[src/rtl/cc1200_spi_arbiter.sv]
`default_nettype none
// ============================================================================
// cc1200_spi_arbiter - round-robin sharing of one CC1200 SPI byte engine
// Rev 1.0
// ============================================================================
module cc1200_spi_arbiter #(
  parameter int NREQ    = 3,
  parameter int GAP     = 4,
  parameter int TIMEOUT = 65535
) (
  input  logic                clk,
  input  logic                rstn,
  input  logic [NREQ-1:0]     req,
  input  logic [8*NREQ-1:0]   len,
  input  logic [8*NREQ-1:0]   tx_data,
  output logic [NREQ-1:0]     gnt,
  output logic [NREQ-1:0]     byte_next,
  output logic [7:0]          rx_data,
  output logic [NREQ-1:0]     done,
  output logic                err,
  output logic                spi_start,
  output logic                spi_stop,
  output logic [7:0]          spi_dout,
  input  logic [7:0]          spi_din,
  input  logic                spi_load_next,
  input  logic                spi_busy,
  input  logic                spi_cs_n
);

  localparam int IW = (NREQ > 1) ? $clog2(NREQ) : 1;

  typedef enum logic [2:0] {
    S_IDLE  = 3'd0,
    S_START = 3'd1,
    S_XFER  = 3'd2,
    S_DRAIN = 3'd3,
    S_GAP   = 3'd4
  } state_t;

  state_t            state_q, state_d;
  logic [NREQ-1:0]   gnt_q, gnt_d;
  logic [IW-1:0]     owner_q, owner_d;
  logic [IW-1:0]     rr_q, rr_d;
  logic [7:0]        lenq_q, lenq_d;
  logic [7:0]        byte_q, byte_d;
  logic [7:0]        gap_q, gap_d;
  logic [15:0]       to_q, to_d;
  logic              abort_q, abort_d;

  logic              pick_vld;
  logic [IW-1:0]     pick_idx;
  int                cand;
  logic [7:0]        len_pick;
  logic              last_byte;

  // Scan from the highest offset down so the earliest candidate after rr_q wins.
  always_comb begin
    pick_vld = 1'b0;
    pick_idx = '0;
    cand     = 0;
    for (int k = NREQ - 1; k >= 0; k--) begin
      cand = int'(rr_q) + k;
      if (cand >= NREQ) cand = cand - NREQ;
      if (req[cand[IW-1:0]]) begin
        pick_vld = 1'b1;
        pick_idx = cand[IW-1:0];
      end
    end
  end

  assign len_pick  = len[{pick_idx, 3'b000} +: 8];
  assign last_byte = (byte_q == lenq_q - 8'd1);
  assign rx_data   = spi_din;
  assign spi_dout  = (gnt_q != '0) ? tx_data[{owner_q, 3'b000} +: 8] : 8'h00;
  assign gnt       = gnt_q;

  always_comb begin
    state_d   = state_q;
    gnt_d     = gnt_q;
    owner_d   = owner_q;
    rr_d      = rr_q;
    lenq_d    = lenq_q;
    byte_d    = byte_q;
    gap_d     = gap_q;
    to_d      = to_q;
    abort_d   = abort_q;
    spi_start = 1'b0;
    spi_stop  = 1'b0;
    byte_next = '0;
    done      = '0;
    err       = 1'b0;

    case (state_q)
      S_IDLE: begin
        if (pick_vld) begin
          owner_d = pick_idx;
          gnt_d   = {{(NREQ-1){1'b0}}, 1'b1} << pick_idx;
          lenq_d  = (len_pick == 8'd0) ? 8'd1 : len_pick;
          state_d = S_START;
        end
      end
      S_START: begin
        spi_start = 1'b1;
        byte_d    = 8'd0;
        to_d      = 16'd0;
        state_d   = S_XFER;
      end
      S_XFER: begin
        spi_stop = last_byte;
        if (spi_load_next) begin
          byte_next = gnt_q;
          byte_d    = byte_q + 8'd1;
          to_d      = 16'd0;
          if (last_byte) state_d = S_DRAIN;
        end else if (to_q >= 16'(TIMEOUT - 1)) begin
          // Stalled engine: stop it now and let the normal drain/gap path finish.
          abort_d  = 1'b1;
          spi_stop = 1'b1;
          to_d     = 16'(TIMEOUT);
          state_d  = S_DRAIN;
        end else begin
          to_d = to_q + 16'd1;
        end
      end
      S_DRAIN: begin
        spi_stop = 1'b1;
        if (spi_cs_n && !spi_busy) begin
          gap_d   = 8'd1;
          state_d = S_GAP;
        end
      end
      S_GAP: begin
        if (gap_q == 8'(GAP)) begin
          done    = gnt_q;
          err     = abort_q;
          gnt_d   = '0;
          abort_d = 1'b0;
          rr_d    = (owner_q == IW'(NREQ - 1)) ? '0 : owner_q + 1'b1;
          state_d = S_IDLE;
        end else begin
          gap_d = gap_q + 8'd1;
        end
      end
      default: state_d = S_IDLE;
    endcase
  end

  always_ff @(posedge clk) begin
    if (!rstn) begin
      state_q <= S_IDLE;
      gnt_q   <= '0;
      owner_q <= '0;
      rr_q    <= '0;
      lenq_q  <= 8'd0;
      byte_q  <= 8'd0;
      gap_q   <= 8'd0;
      to_q    <= 16'd0;
      abort_q <= 1'b0;
    end else begin
      state_q <= state_d;
      gnt_q   <= gnt_d;
      owner_q <= owner_d;
      rr_q    <= rr_d;
      lenq_q  <= lenq_d;
      byte_q  <= byte_d;
      gap_q   <= gap_d;
      to_q    <= to_d;
      abort_q <= abort_d;
    end
  end

endmodule
`default_nettype wire

[config.mk]
export PLATFORM = sky130hd
export DESIGN_NAME = cc1200_spi_arbiter
export DESIGN_NICKNAME = d
export VERILOG_FILES = /design/src/rtl/cc1200_spi_arbiter.sv
export SDC_FILE = /design/constraint.sdc
export NUM_CORES = 1
export LEC_CHECK = 0
export ABC_AREA = 0
export CAP_MARGIN = 20
export CORE_UTILIZATION = 30
export DETAILED_ROUTE_END_ITERATION = 10
export PLACE_DENSITY_LB_ADDON = 0.25
export SLEW_MARGIN = 20
export SYNTH_ARGS = -nofsm -noshare
export SYNTH_HDL_FRONTEND = slang
export SYNTH_SLANG_ARGS = --single-unit
[constraint.sdc]
create_clock -name clk -period 2.6 [get_ports clk]
set_input_delay 0.52 -clock clk [delete_from_list [all_inputs] [get_ports clk]]
set_output_delay 0.52 -clock clk [all_outputs]
set_load 0.02 [all_outputs]
# Word-level counts from Yosys, hierarchy flattened
# Cells that the tools add are included.
[word_totals] regBits=51 inputBits=64 out_inout_bits=28 word_cells=110
[op_classes] addsub=10 magnitude_cmp=7 eq_ne=16 n_shift=3 mux=49 n_reduce_logical=16
[op_table] cell="24-bit by 6-bit indexed part select with 8-bit output" n=2
[op_table] cell="8-bit 2-to-1 mux" n=5
[op_table] cell="3-bit 2-to-1 mux" n=11
[op_table] cell="16-bit 2-to-1 mux" n=2
[op_table] cell="16-bit one-hot mux with 2 select lines" n=1
[op_table] cell="8-bit one-hot mux with 2 select lines" n=2
[op_table] cell="16-bit by 1-bit adder with 16-bit output (second input constant)" n=1
[op_table] cell="8-bit by 1-bit adder with 8-bit output (second input constant)" n=2
[op_table] cell="16-bit >= comparator (second input constant)" n=1
[op_table] cell="3-bit one-hot mux with 5 select lines" n=1
[op_table] cell="1-bit 2-to-1 mux" n=14
[op_table] cell="2-bit 2-to-1 mux" n=7
[op_table] cell="2-bit != test (second input constant)" n=7
[op_table] cell="2-bit by 3-bit < comparator with 1-bit output (second input constant)" n=3
[op_table] cell="8-bit by 3-bit equality test with 1-bit output (second input constant)" n=1
[op_table] cell="8-bit equality test" n=1
[op_table] cell="8-bit zero test" n=1
[op_table] cell="2-bit nonzero test" n=4
[op_table] cell="8-bit by 1-bit subtractor with 8-bit output (second input constant)" n=1
[op_table] cell="1-bit binary-select mux with 2-bit select" n=3
[op_table] cell="3-bit by 2-bit equality test with 1-bit output (second input constant)" n=2
[op_table] cell="3-bit by 2-bit >= comparator with 1-bit output (second input constant)" n=2
[op_table] cell="3-bit != test (second input constant)" n=2
[op_table] cell="3-bit one-hot mux with 2 select lines" n=1
[op_table] cell="18 further kinds" n=24

# Depth between registers and ports, before layout
[depth] depth_word=11 mapped_depth=11 ltp_nobuf=9

# Least setup slack after synthesis
# OpenSTA, ideal clock, no wires.
[synth_path] kind="reg2out" startpoint="register to_q[8]" endpoint="output spi_stop" arrival_ns=1.909 t_required_ns=2.080 setup_slack_ns=0.171 stages_incl_launch_ff=9 n_path_buf=3 cell_sequence="dfxtp_1 > clkbuf_1 > nand2_1 > nor2_1 > and3b_1 > clkbuf_1 > clkbuf_1 > a21oi_1 > a21oi_1"
[synth_between] elab_chain_len=4
[synth_rtl] item="start: declaration" line="47" text="logic [15:0] to_q, to_d;"
[synth_rtl] item="start signal: assignment" line="167" text="to_q <= to_d;"
[synth_rtl] item="16-bit >= comparator" line="115" text="end else if (to_q >= 16'(TIMEOUT - 1)) begin"
[synth_rtl] item="1-bit 2-to-1 mux" line="115"
[synth_rtl] item="1-bit 2-to-1 mux" line="110" text="if (spi_load_next) begin"
[synth_rtl] item="1-bit one-hot mux with 2 select lines" line="93" text="case (state_q)"
[synth_rtl] item="end: declaration" line="22" text="output logic spi_stop,"
# No other way between the ends.

# Worst setup path in the final report
[layout_path] startpoint="register lenq_q[1]" endpoint="output spi_stop"
[layout_between] elab_chain_len=5
[layout_rtl] item="start: declaration" line="44" text="logic [7:0] lenq_q, lenq_d;"
[layout_rtl] item="start signal: assignment" line="164" text="lenq_q <= lenq_d;"
[layout_rtl] item="8-bit by 1-bit subtractor with 8-bit output (*)" line="72" text="assign last_byte = (byte_q == lenq_q - 8'd1);"
[layout_rtl] item="8-bit equality test (*)" line="72"
[layout_rtl] item="1-bit 2-to-1 mux" line="115"
[layout_rtl] item="1-bit 2-to-1 mux (*)" line="110"
[layout_rtl] item="1-bit one-hot mux with 2 select lines (*)" line="93"
# Mark *: on every way between the ends. The rest lies on a longest branch, timed or not.

==> reports/metrics.yaml <==
flow_run:
  drv_cap: 0
sta:
  final_max_slew_viol_count: 0
  finalHoldViolCount: 0
  finalSetupTns_ps: 0
  worst_pin_slew_ps: 529.7
  setup_slack_ps: 98.62
  setup_violations: 0
  min_period_ps: 2501
  fin_skew_ps: 4.540
  relSlewSlack_pct: 64.69
  fin_crit_sh_pct: 96.21
  fmaxAchievable_mhz: 399.8
placement:
  place_congestion: 0.8206
  dpl.hpwl_um: 6929
  portBuffers: 75
  placed_area_mm2: 0.004572
  dp_slack_ps: -163.8
worst_setup_path:
  end_kind: "output port"
  start_kind: "register"
  cp.arrival_ps: 1980
  cp_max_fo: 4
  critPathRequiredTime_ps: 2080
  setup.worst_path.class: "register to output port"
yosys:
  post-synth-top-area-cell: "dfxtp_1"
  postSynthAreaPerCell_um2: 7.305
  synthArstFlopShare_pct: 0
  synth_seq_cells: 51
  synth_top_area_share_pct: 29.74
  ys_types: 53
  synth-edff-count: 0
  synthCells: 470
  ys_top_cells_by_area: "dfxtp_1 30%, nor2_1 7.8%, a21oi_1 5.2%, nand2_1 4.5%, nor2b_1 3.8%"
  yosysWarnings: 0
  synth-main-ff-cell: "dfxtp_1"
  synth_seq_area_share_pct: 29.74
  synthesis.area_mm2: 0.003433
  syn_nets: 542
hold_path:
  hold_path.class: "register to register"
power_and_ir_drop:
  powerDensity_mw_per_mm2: 502.4
  peakVddDrop_uv: 384.0
  leakage_nw: 1.872
  totalPowerFinal_mw: 2.428
cells_and_area:
  syn_to_final_growth_pct: 40.78
  layout_commonest_cell: "nor2_1"
  antenna_cells: 0
  postLayoutCellArea_mm2: 0.004833
  final_cell_mix: "70 x nor2_1, 67 x clkdlybuf4s50_1, 49 x dfxtp_1"
  drive_gt1_share_pct: 14.76
  fin_nets: 640
routing:
  drtIter0Drc: 175
  route.detailed.drc: 0
  vias_per_cell: 5.056
  firstDrtPassIters: 4
  finalWirelength_um: 9277
  antenna_left: 0
  vias: 3585
  routedWlPerCell_um: 13.08
clock_network:
  clkLatencyLatePin_ps: 290
  ctsRootBufferMaster: "clkbuf_16"
  clk_pin_slew_worst_paths_ps: 70
  cts_buffers: 5
  clockBufferDepth: 2
  cts_htree_levels: 2
  clock_sinks: 51
  hold_buffers: 0
  cts_tree: "built"
global_routing:
  grt_use_total_pct: 16.38
  grt_max_degree: 27
  grt_pass1_vias: 3483
  grt_overflow: 0
  antenna_found_initial: 0
  grt_pass1_wl_um: 15670
floorplanning:
  io-pin-count: 92
  die_h_um: 109.0
  start_util_pct: 31.26
  row_count: 38
  dieArea_mm2: 0.01188
  core_area_mm2: 0.01098
  chipWidth_um: 109.0
status:
  status: "finished, final reports clean"
==> flip-flops by register name (all words and copies together) (netlist names) <==
name     flops
byte_q       8
rr_q         2
to_q        16
lenq_q       8
owner_q      2
state_q      3
gnt          3
abort_q      1
gap_q        8
==> stage by stage <==
step / instances / hold slack (ps) / utilization (%)
3_3_place_gp: 698 / 462.8 / 41.63
6_report: 709 / 477.9 / 44.01
4_1_cts: 706 / 479.4 / 43.38
2_1_floorplan: 470 / 448.3 / -
5_1_grt: 709 / 501.1 / 44.01
3_5_place_dp: 698 / 470.0 / 41.63
==> synthesized netlist by cell type (2+ instances only) <==
cell type  instances
a21boi_1          16
nand2b_1           5
buf_4              9
nor4_1             4
nand2_1           41
o21ai_1           15
or3_1              3
and3_1             6
o21ai_0           20
mux2i_1           10
a21o_1             6
inv_1             13
a221oi_1           2
nand3_1           12
xnor2_1            8
nor3_1            20
a221oi_2           4
nor2b_1           21
ha_1               8
nor2_1            71
o22ai_1            5
a31oi_1            7
nand3b_1           2
clkbuf_1          23
a21oi_1           36
a21bo_1            2
xor2_1            13
dfxtp_1           51
nand4_1            6
and2_1             4
a22oi_1            4
nor4b_1            2
==> what timing repair did <==
action	CTS	global route
pin swaps	1	8
gates resized for setup	17	20
setup buffers	0	3
endpoints found under the setup margin	16	14
==> report_power, final <==
part,leakage [nW],internal (mW),switching [mW]
sequential,0.415,0.812,0.0379
combinational,1.37,0.384,0.351
clock,0.0911,0.552,0.290
==> routing by layer <==
metal  vias to the layer above  wire [um]  GRT usage [%]
met3                         9        575          3.347
met1                      1634       4285          21.30
met5                         -          0              0
met4                         0        135          5.598
li1                       1830          -              -
met2                       112       4281          26.77
==> worst max-delay path, cell delays in order, from the launching register on <==
cell and delay, ps:
dfxtp_4 350, buf_4 150, nor3_1 210, xnor2_1 100, nor4_1 350, nand3_1 180
a21oi_2 220, buf_6 140
==> kinds of logic after synthesis <==
group,count (synthesis),synth area share (%)
AOI/OAI and AO/OA,129,24.24
xor gates and xnor gates,21,5.357
buffers and inverters,48,6.486
muxes,10,2.916
DFF,51,29.74
and+or+nand+nor,203,28.35
adders and majority gates,8,2.916
==> final cells by class <==
cell class,instances,area [um^2]
clock buffer,6,128.9
sequential,51,1026
tap,140,175.2
inverter,14,52.55
clock inverter,2,60.06
fill,1086,6150
multi-input combinational,371,2246
timing repair buffer,125,1145
==> final timing paths <==
path             start   endpoint  slack (ps)  cells past startpoint
min reg2reg    to_q[7]    to_q[7]         480                      2
min            to_q[7]    to_q[7]         480                      2
max reg2reg    rr_q[0]  lenq_q[0]         190                      9
max          lenq_q[1]   spi_stop         100                      7
Note: power is estimated with default switching activity, not from simulation.
==> RTL change, RTL diff (same flow settings) <==
Reset style: asynchronous (`rstn`), changed in one clocked block.
--- a/src/rtl/cc1200_spi_arbiter.sv
+++ b/src/rtl/cc1200_spi_arbiter.sv
@@ -145,7 +145,7 @@
     endcase
   end
 
-  always_ff @(posedge clk) begin
+  always_ff @(posedge clk or negedge rstn) begin
     if (!rstn) begin
       state_q <= S_IDLE;
       gnt_q   <= '0;
Formal check against the unedited RTL: differs if rstn is asserted again (counterexample within 4 cycles, from zero or initial values and one cycle with rstn low); with rstn held inactive, the same outputs for 4 cycles.
==> RTL change against the original RTL <==
  * The flow now finishes with violations (negative setup slack)
  * Die area up 1.4%
  * Routed wire length is 1.1% higher
  * Sequential cell count did not move
  * Global-route usage up 0.20 points
  * Cell area is 0.44% lower
  * Worst hold slack got worse by 270 ps
  * Core utilization decreased by 0.57 points
  * Area after synthesis rose by 1.5%
  * Worst setup slack got worse by 230 ps
  * First-iteration DRC count rose by 8.0%
  * Critical path type unchanged
Power is not compared: it rests on default switching activity, and its combinational part moved more than twofold at a synthesized area within 25%.
==> RTL change: results (changes against the original RTL) <==
Crit-path slowest cell dfrtp_2; detailed placer's ending HPWL 7.121 mm (+2.8%); R2R Path End lenq_q[0]$_DFFE_PN0P_; WL final 9.381 mm (+1.1%); Place WS -364.9 ps (-201.1 ps); CP max FO 3 (-1); clk buf depth 2 (unchanged); M1 wire length 4.444 mm (+3.7%); fin worst setup slack -134.2 ps (-232.8 ps); Vias/cell 5.222 (+3.3%); synth unique cells 56 (+5.7%); clock skew 14.10 ps (+9.559 ps); total track usage 0.1659 (+0.002046); Post-synth ARST share 1.000 (+1.000); Nets 582 (-9.1%); max incr delay on CP 420 ps (+70 ps); pin count of the biggest net entering global routing 31 (+15%); global placer's final weighted congestion 0.9033 (+10%); failing checks negative setup slack; Worst Path Arrival 2210 ps (+230 ps); top post-synthesis cells by count 51 x dfrtp_1, 43 x nor2_1, 43 x o21ai_0; R2R setup slack 270 ps (+80 ps); worst hold-check path type primary input to async pin; Finish-stage setup viols 1 (+1); Synth area leaders dfrtp_1 37%, o21ai_0 6.2%, nor2_1 4.6%, nand2_1 3.9%, a22o_1 3.5%; first-pass GRT wire length 15.68 mm (about the same); Seq/Total Area, Yosys 0.3664 (+0.06900); status finished, violations left; met3 routed WL 438 um (-24%); share of cells above drive strength 1 0.1706 (+0.02296); FF-to-FF Start rr_q[0]$_DFFE_PN0P_; worst-margin pin slew 530.4 ps (+0.7035 ps); R2R cell count 8 (-1); 1st-iter DRT viols 189 (+8.0%); Post-Syn Nets 482 (-11%); Met2 Routed Length 4.369 mm (+2.1%)
[RTL change: worst max-delay path, delay by kind of cell, from the launching register on]
family	cells	cell delay, ps
AND/OR/NAND/NOR	4	1100
flip-flops	1	420
buffers and inverters	1	170
AO/OA/AOI/OAI	1	150
XOR/XNOR	1	100
[RTL change: power breakdown]
group	total, mW	switching, mW	internal, mW
registers	1.22	0.250	0.972
logic	2.24	1.14	1.10
clock network	0.636	0.284	0.352
total	4.09	1.68	2.42
[RTL change: area by class of cell]
type,instances,area share
Sequential cell,51,0.2657
Clock inverter,2,0.002860
Multi-Input combinational cell,315,0.4311
Timing Repair Buffer,123,0.2270
Inverter,14,0.01092
Clock buffer,5,0.02600
Tap cell,140,0.03640
[RTL change: cell families (layout without fill, tap and decap cells)]
group | count (synthesis) | count (layout) | share of synthesized area
simple gates | 155 | 155 | 0.2227
compound gates | 120 | 120 | 0.2335
flops | 51 | 51 | 0.3664
buf+inv | 44 | 144 | 0.06214
xor+xnor | 22 | 22 | 0.05747
mux | 10 | 10 | 0.02910
fa+ha+maj | 8 | 8 | 0.02874
[RTL change: metal layers]
metal	vias to the layer above	GRT usage
li1	1673	-
met1	1620	0.2155
met2	89	0.2830
met3	12	0.02371
met4	0	0.05238
met5	-	0
[RTL change: per-stage QoR]
step	std cells	power, mW	instance area, sq um	hold slack [ps]	TNS [ps]
final	650	4.095	4812	211.9	-134.2
after global routing	650	4.401	4812	261.1	-248.7
after CTS	646	3.979	4740	232.2	-80.01
after global placement	639	3.254	4588	476.9	-540.6
after floorplan	410	2.422	3483	224.4	0
after detailed placement	639	3.289	4588	480.3	-685.9
[RTL change: timing repair]
action                     in CTS  in global routing
buffers inserted                0                  4
pin swaps                       2                  6
hold buffers                    0                  0
setup endpoints to repair       8                 13
resized for setup              18                 21
[RTL change: worst max path at each step]
stage / start / endpoint / slack (ps) / cells past startpoint
2_1_floorplan: lenq_q[0]$_DFFE_PN0P_ / spi_stop / 220 / 9
5_1_grt: lenq_q[1]$_DFFE_PN0P_ / spi_stop / -250 / 9
4_1_cts: byte_q[7]$_DFFE_PN0P_ / spi_stop / -80 / 7
3_5_place_dp: lenq_q[1]$_DFFE_PN0P_ / spi_stop / -360 / 9
6_report: lenq_q[1]$_DFFE_PN0P_ / spi_stop / -130 / 7
3_3_place_gp: lenq_q[1]$_DFFE_PN0P_ / spi_stop / -260 / 9
